[src/rtl/seq_det_pkg.sv]
// rtl/seq_det_pkg.sv - shared types and constants for the sequence-detector front end
package seq_det_pkg;

    // Serializer control states.
    typedef enum logic {
        ST_IDLE  = 1'b0,
        ST_SHIFT = 1'b1
    } ser_state_t;

    localparam int   DEFAULT_WIDTH = 8;
    localparam int   CNT_W         = $clog2(DEFAULT_WIDTH);

    // Value driven on the serial line when no word is being shifted.
    // A 0 fill can never complete a 1011 pattern on its own.
    localparam logic SEQ_IDLE_BIT  = 1'b0;

    // Bit-counter width for a given word width (at least 1 bit).
    function automatic int cnt_width(input int width);
        return (width < 2) ? 1 : $clog2(width);
    endfunction

endpackage

[src/rtl/seq_bit_serializer_if.sv]
// rtl/seq_bit_serializer_if.sv - parallel word valid/ready handshake bundle
//   in_data  : WIDTH-bit word, driven by the producer
//   in_valid : in_data is valid, driven by the producer
//   in_ready : word can be accepted, driven by the serializer
interface seq_bit_serializer_if #(
    parameter int WIDTH = 8
) ();
    logic [WIDTH-1:0] in_data;
    logic             in_valid;
    logic             in_ready;

    modport master (output in_data, output in_valid, input in_ready);
    modport slave  (input in_data, input in_valid, output in_ready);
endinterface

[src/rtl/seq_bit_serializer_hold.sv]
// rtl/seq_bit_serializer_hold.sv - one-entry holding buffer with bypass (seq_hold_buf)
//   clk, rst_n          : clock, asynchronous active-low reset
//   in_data/in_valid    : incoming word
//   in_ready            : buffer can accept (reset released and buffer empty)
//   take                : shifter loads a word this edge
//   out_valid/out_data  : word offered to the shifter (held word, else bypassed input)
//   hold_full           : buffer occupied
module seq_hold_buf #(
    parameter int WIDTH = 8
) (
    input  logic             clk,
    input  logic             rst_n,
    input  logic [WIDTH-1:0] in_data,
    input  logic             in_valid,
    output logic             in_ready,
    input  logic             take,
    output logic             out_valid,
    output logic [WIDTH-1:0] out_data,
    output logic             hold_full
);
    logic [WIDTH-1:0] data_q;
    logic             full_q;
    logic             accept;

    assign in_ready  = rst_n & ~full_q;
    assign accept    = in_valid & in_ready;
    assign hold_full = full_q;

    // The held word always has priority; in_ready is low while it exists,
    // so a held word and a fresh accept never compete.
    assign out_valid = full_q | accept;
    assign out_data  = full_q ? data_q : in_data;

    always_ff @(posedge clk or negedge rst_n) begin
        if (!rst_n) begin
            full_q <= 1'b0;
            data_q <= '0;
        end else if (full_q && take) begin
            full_q <= 1'b0;
        end else if (accept && !take) begin
            full_q <= 1'b1;
            data_q <= in_data;
        end
    end
endmodule

[src/rtl/seq_bit_serializer.sv]
// rtl/seq_bit_serializer.sv - parallel-to-serial front end feeding a sequence detector
//   clk        : rising-edge clock
//   rst        : asynchronous reset, active-low
//   in_if      : word handshake (in_data, in_valid, in_ready)
//   shift_en   : 1 advances one bit this cycle, 0 holds everything
//   bit_out    : serial bit (detector x)
//   bit_valid  : bit_out carries word data
//   word_done  : last bit of a word is on bit_out and is being shifted out
//   busy       : shifter or holding buffer occupied
module seq_bit_serializer
    import seq_det_pkg::*;
#(
    parameter int WIDTH     = 8,
    parameter bit MSB_FIRST = 1'b1
) (
    input  logic                  clk,
    input  logic                  rst,
    seq_bit_serializer_if.slave   in_if,
    input  logic                  shift_en,
    output logic                  bit_out,
    output logic                  bit_valid,
    output logic                  word_done,
    output logic                  busy
);
    localparam int           CW       = cnt_width(WIDTH);
    localparam logic [CW-1:0] LAST_CNT = CW'(WIDTH - 1);

    ser_state_t       state_q, state_d;
    logic [WIDTH-1:0] shreg_q;
    logic [CW-1:0]    cnt_q;

    logic             src_valid;
    logic [WIDTH-1:0] src_data;
    logic             hold_full;
    logic             advance;
    logic             last_bit;
    logic             take;

    assign advance  = (state_q == ST_SHIFT) && shift_en;
    assign last_bit = (state_q == ST_SHIFT) && (cnt_q == LAST_CNT);
    // A load slot exists when idle, or on the edge that shifts out the
    // last bit; using that slot is what keeps consecutive words gap-free.
    assign take     = (state_q == ST_IDLE) || (advance && last_bit);

    seq_hold_buf #(.WIDTH(WIDTH)) u_hold (
        .clk       (clk),
        .rst_n     (rst),
        .in_data   (in_if.in_data),
        .in_valid  (in_if.in_valid),
        .in_ready  (in_if.in_ready),
        .take      (take),
        .out_valid (src_valid),
        .out_data  (src_data),
        .hold_full (hold_full)
    );

    always_ff @(posedge clk or negedge rst) begin
        if (!rst) begin
            state_q <= ST_IDLE;
        end else begin
            state_q <= state_d;
        end
    end

    always_comb begin
        state_d = state_q;
        case (state_q)
            ST_IDLE: begin
                if (src_valid) begin
                    state_d = ST_SHIFT;
                end
            end
            ST_SHIFT: begin
                if (advance && last_bit && !src_valid) begin
                    state_d = ST_IDLE;
                end
            end
            default: state_d = ST_IDLE;
        endcase
    end

    always_ff @(posedge clk or negedge rst) begin
        if (!rst) begin
            shreg_q <= '0;
            cnt_q   <= '0;
        end else if (take && src_valid) begin
            shreg_q <= src_data;
            cnt_q   <= '0;
        end else if (advance && !last_bit) begin
            shreg_q <= MSB_FIRST ? {shreg_q[WIDTH-2:0], SEQ_IDLE_BIT}
                                 : {SEQ_IDLE_BIT, shreg_q[WIDTH-1:1]};
            cnt_q   <= cnt_q + CW'(1);
        end
    end

    assign bit_valid = (state_q == ST_SHIFT);
    assign bit_out   = bit_valid ? (MSB_FIRST ? shreg_q[WIDTH-1] : shreg_q[0])
                                 : SEQ_IDLE_BIT;
    assign word_done = advance && last_bit;
    assign busy      = bit_valid || hold_full;
endmodule
[src/flat_wrapper.sv]
// flat-port wrapper written by rule: the top's interface ports become plain ports
module seq_bit_serializer_flat import seq_det_pkg::*;
#(
    parameter int WIDTH     = 8,
    parameter bit MSB_FIRST = 1'b1
)
  (clk, rst, shift_en, bit_out, bit_valid, word_done, busy, in_if_in_data, in_if_in_valid, in_if_in_ready);
  seq_bit_serializer_if #(.WIDTH(WIDTH)) in_if_i ();
  input  logic clk;
  input  logic rst;
  input  logic shift_en;
  output logic bit_out;
  output logic bit_valid;
  output logic word_done;
  output logic busy;
  input wire logic [$bits(in_if_i.in_data)-1:0] in_if_in_data;
  input wire logic [$bits(in_if_i.in_valid)-1:0] in_if_in_valid;
  output wire logic [$bits(in_if_i.in_ready)-1:0] in_if_in_ready;
  assign in_if_i.in_data = in_if_in_data;
  assign in_if_i.in_valid = in_if_in_valid;
  assign in_if_in_ready = in_if_i.in_ready;
  seq_bit_serializer #(.WIDTH(WIDTH), .MSB_FIRST(MSB_FIRST)) u_core (.clk(clk), .rst(rst), .in_if(in_if_i), .shift_en(shift_en), .bit_out(bit_out), .bit_valid(bit_valid), .word_done(word_done), .busy(busy));
endmodule
[config.mk]
export PLATFORM = sky130hd
export DESIGN_NAME = seq_bit_serializer_flat
export DESIGN_NICKNAME = d
export VERILOG_FILES = /design/src/rtl/seq_det_pkg.sv /design/src/rtl/seq_bit_serializer_if.sv /design/src/rtl/seq_bit_serializer_hold.sv /design/src/rtl/seq_bit_serializer.sv /design/src/flat_wrapper.sv
export SDC_FILE = /design/constraint.sdc
export NUM_CORES = 1
export LEC_CHECK = 0
export CELL_PAD_IN_SITES_DETAIL_PLACEMENT = 0
export CELL_PAD_IN_SITES_GLOBAL_PLACEMENT = 1
export CORE_MARGIN = 3
export CORE_UTILIZATION = 42
export CTS_CLUSTER_DIAMETER = 60
export DETAILED_ROUTE_END_ITERATION = 7
export PLACE_DENSITY_LB_ADDON = 0.2
export SKIP_LAST_GASP = 1
export SYNTH_ARGS = -nofsm -noshare
export SYNTH_HDL_FRONTEND = slang
export SYNTH_HIERARCHICAL = 1
export SYNTH_SLANG_ARGS = --single-unit
[constraint.sdc]
create_clock -name clk -period 2.3 [get_ports clk]
set_input_delay 0.345 -clock clk [delete_from_list [all_inputs] [get_ports clk]]
set_output_delay 0.345 -clock clk [all_outputs]
set_load 0.01 [all_outputs]
==> results of run 1 <==
==> critical path, cell delays in order, from the launching register on <==
cell and delay (ns):
dfrtp_1 0.43, ha_1 0.22, ha_1 0.22, and3_1 0.16, clkdlybuf4s50_1 0.47
==> placed cells by master, fill, tap and decap left out, drive strengths merged, types with 2 or more instances in the layout <==
master,n
and2,2
o22ai,9
buf,6
ha,2
dfrtp,21
a21oi,3
a222oi,7
nand2b,3
a22o,4
mux2,16
clkbuf,4
inv,20
clkdlybuf4s50,16
==> per-stage QoR <==
step	instances	hold slack, ns	instance area [sq um]	power, W	worst slack [ns]
global route	151	0.367	1390	0.00149	0.0604
detailed placement	147	0.493	1370	0.00121	0.327
CTS	151	0.357	1390	0.00139	0.149
floorplan	102	0.0494	1170	0.00107	0.462
finish	151	0.372	1390	0.00138	0.167
global placement	147	0.488	1370	0.00120	0.319
==> state kept, by name (all words and copies together), names as in the netlist <==
| signal | flops |
|---|---|
| u_core/u_hold/data_q | 8 |
| u_core/shreg_q | 8 |
| u_core/u_hold/hold_full | 1 |
| u_core/bit_valid | 1 |
| u_core/cnt_q | 3 |
==> cell families (layout without fill, tap and decap cells) <==
family / after synthesis / count (layout) / share of synthesized area (%)
mux: 17 / 17 / 18.7
buf+inv: 27 / 46 / 10.9
flops: 21 / 21 / 44.7
compound gates: 25 / 25 / 17.4
simple gates: 10 / 10 / 6.18
fa+ha+maj: 2 / 2 / 2.13
==> where the power goes <==
| group | switching (W) | internal (W) |
|---|---|---|
| logic | 0.000210 | 0.000351 |
| clock network | 0.000104 | 0.0000674 |
| registers | 0.000122 | 0.000521 |
| total | 0.000436 | 0.000940 |
==> routing by layer <==
metal | GRT usage, % | routed length [microns] | vias up
met3 | 2.85 | 93 | 4
li1 | - | - | 404
met4 | 5.83 | 37 | 0
met2 | 21.3 | 974 | 18
met5 | 0 | 0 | -
met1 | 20.1 | 1160 | 384
==> final cells by class <==
type / instances / area [sq um] / share of cell area (%)
clock buffer: 4 / 26.3 / 1.89
tap: 30 / 37.5 / 2.70
inverter: 20 / 75.1 / 5.40
sequential: 21 / 526 / 37.8
timing repair buffer: 22 / 205 / 14.7
multi-input combinational: 54 / 522 / 37.5
==> worst paths after layout <==
path / startpoint / to / slack [ns] / cells after the start
max: u_core/cnt_q[0]$_DFFE_PN0P_ / word_done / 0.17 / 4
min: rst / u_core/u_hold/data_q[6]$_DFFE_PN0P_ / 0.37 / 2
max reg2reg: u_core/cnt_q[0]$_DFFE_PN0P_ / u_core/u_hold/data_q[3]$_DFFE_PN0P_ / 0.32 / 6
min reg2reg: u_core/u_hold/data_q[1]$_DFFE_PN0P_ / u_core/u_hold/data_q[1]$_DFFE_PN0P_ / 0.52 / 1
max in group asynchronous: rst / u_core/u_hold/hold_full$_DFFE_PN0P_ / 1.71 / 2
min in group clk: u_core/u_hold/data_q[1]$_DFFE_PN0P_ / u_core/u_hold/data_q[1]$_DFFE_PN0P_ / 0.52 / 1
==> key figures, run 1 <==
Clock tree
  • Clock-pin transition on the worst setup and hold timing paths: 0.11 ns
  • Post-CTS Resized: 0
  • Clk buf depth: 2
  • # hold bufs at CTS: 0
  • CTS H-tree depth: 1
  • Clk_lat worst skew: 0.29 ns
  • Clock root buffer: clkbuf_4
  • CTS tree: yes
  • CTS Buf Count: 3
  • Post-CTS Setup Inserts: 0
  • Sink Count: 21

Flow run
  • # Max-Cap Violations: 0

Outcome
  • Status: finished, final reports clean

Timing
  • Measured slew at the worst slew-check pin: 0.503 ns
  • Worst slew margin: 66.5%
  • Maximum clock frequency: 469 MHz
  • Final Setup Violations: 0
  • Slew Viols, Final: 0
  • RSZ-0062 raised after global routing: no
  • Final hold violation count: 0
  • Clock Skews: 0.00266 ns
  • Period utilization: 92.7%
  • Setup TNS Final: 0 ns
  • Tmin final: 2.13 ns

Die
  • Chip width: 58.9 microns
  • Core Region: 2570 sq um
  • Total Die Area: 3470 sq um
  • Rows: 18
  • I/O pins: 17
  • Starting Density: 45.8%
  • Die height: 58.9 microns

Place
  • IO Port Bufs: 16
  • Detailed-placement wirelength estimate: 1610 microns
  • Gp weighted congestion: 0.770

Synth
  • Top FF cell, synth: dfrtp_1
  • Syn Nets: 116
  • Synth top area cells: dfrtp_1 (45%), mux2_4 (10%), mux2_2 (7.7%)
  • Post-synth EDFFs: 0
  • Share of the synthesized area in the top cell type: 44.7%
  • Post-synth cell types: 24
  • Synthesized cell area: 1170 sq um
  • Ys async rst share: 100%
  • Synth top cells by count: dfrtp_1 (21), inv_1 (20), o22ai_1 (9)
  • Cells after Synth: 102
  • Avg Inst Size Synth: 11.5 sq um
  • Most common cell in the synthesized netlist: dfrtp_1
  • Area leader, netlist: dfrtp_1
  • Yosys warnings: 6
  • Register bit total from synthesis: 21
  • Seq/Total Area, Yosys: 44.7%

Detailed routing
  • Via count: 810
  • DRT iter0 DRCs: 59
  • DRC: 0
  • Mean routed wirelength per cell: 15.0 microns
  • Antenna Nets Post-Route: 0
  • Vias per std cell: 5.36
  • Final wirelength: 2260 microns
  • DRT Pass-1 Iters: 4

Setup path
  • Critical Path Fanout Max: 4
  • CP Launch Type: register
  • Worst EP arrival: 1.79 ns
  • Setup Crit Path Kind: register to output port
  • Critical path data required time: 1.96 ns
  • CP Capture Type: output port

Layout
  • Filler cells: 241
  • Fin nets: 136
  • Diode count: 0
  • Layout cell share with drive strength beyond 1: 24.0%
  • Area Growth Syn to Fin: 18.4%
  • Final Core Density: 54.2%

GRT
  • Largest net degree at the start of global routing: 16
  • Grt ovf: 0
  • Total global routing track utilization: 14.3%
  • Initial antenna violation count: 0
  • Vias in the first global route: 782
  • Global-route wire length before repair: 3660 microns

Power and ir drop
  • Maximum VDD drop: 0.569 mV
  • LEAKAGE: 0.664 nW
  • Cell Pwr Density: 989 nW/um^2

Worst hold path
  • Hold Path Class: primary input to asynchronous set/reset pin
Power figures use the tool's default switching activity.
==> inputs of run 2 (changes only) <==
--- a/config.mk
+++ b/config.mk
@@ -9,7 +9,7 @@
 export CELL_PAD_IN_SITES_GLOBAL_PLACEMENT = 1
 export CORE_MARGIN = 3
 export CORE_UTILIZATION = 42
-export CTS_CLUSTER_DIAMETER = 60
+export CTS_CLUSTER_DIAMETER = 50
 export DETAILED_ROUTE_END_ITERATION = 7
 export PLACE_DENSITY_LB_ADDON = 0.2
 export SKIP_LAST_GASP = 1
==> results of run 2 <==
Same layout as run 1: the final DEF is identical, and so are final timing and power.
==> inputs of run 3 (changes only) <==
--- a/config.mk
+++ b/config.mk
@@ -5,12 +5,14 @@
 export SDC_FILE = /design/constraint.sdc
 export NUM_CORES = 1
 export LEC_CHECK = 0
+export CAP_MARGIN = 5
 export CELL_PAD_IN_SITES_DETAIL_PLACEMENT = 0
 export CELL_PAD_IN_SITES_GLOBAL_PLACEMENT = 1
 export CORE_MARGIN = 3
 export CORE_UTILIZATION = 42
 export CTS_CLUSTER_DIAMETER = 50
 export DETAILED_ROUTE_END_ITERATION = 7
+export MAX_ROUTING_LAYER = met4
 export PLACE_DENSITY_LB_ADDON = 0.2
 export SKIP_LAST_GASP = 1
 export SYNTH_ARGS = -nofsm -noshare
==> results of run 3 <==
Same layout as run 1: the final DEF is identical, and so are final timing and power.
Among the figures that moved: final weighted congestion in routability-driven placement 0.770 -> 0.780; overall routing resource usage 14.3% -> 14.7%
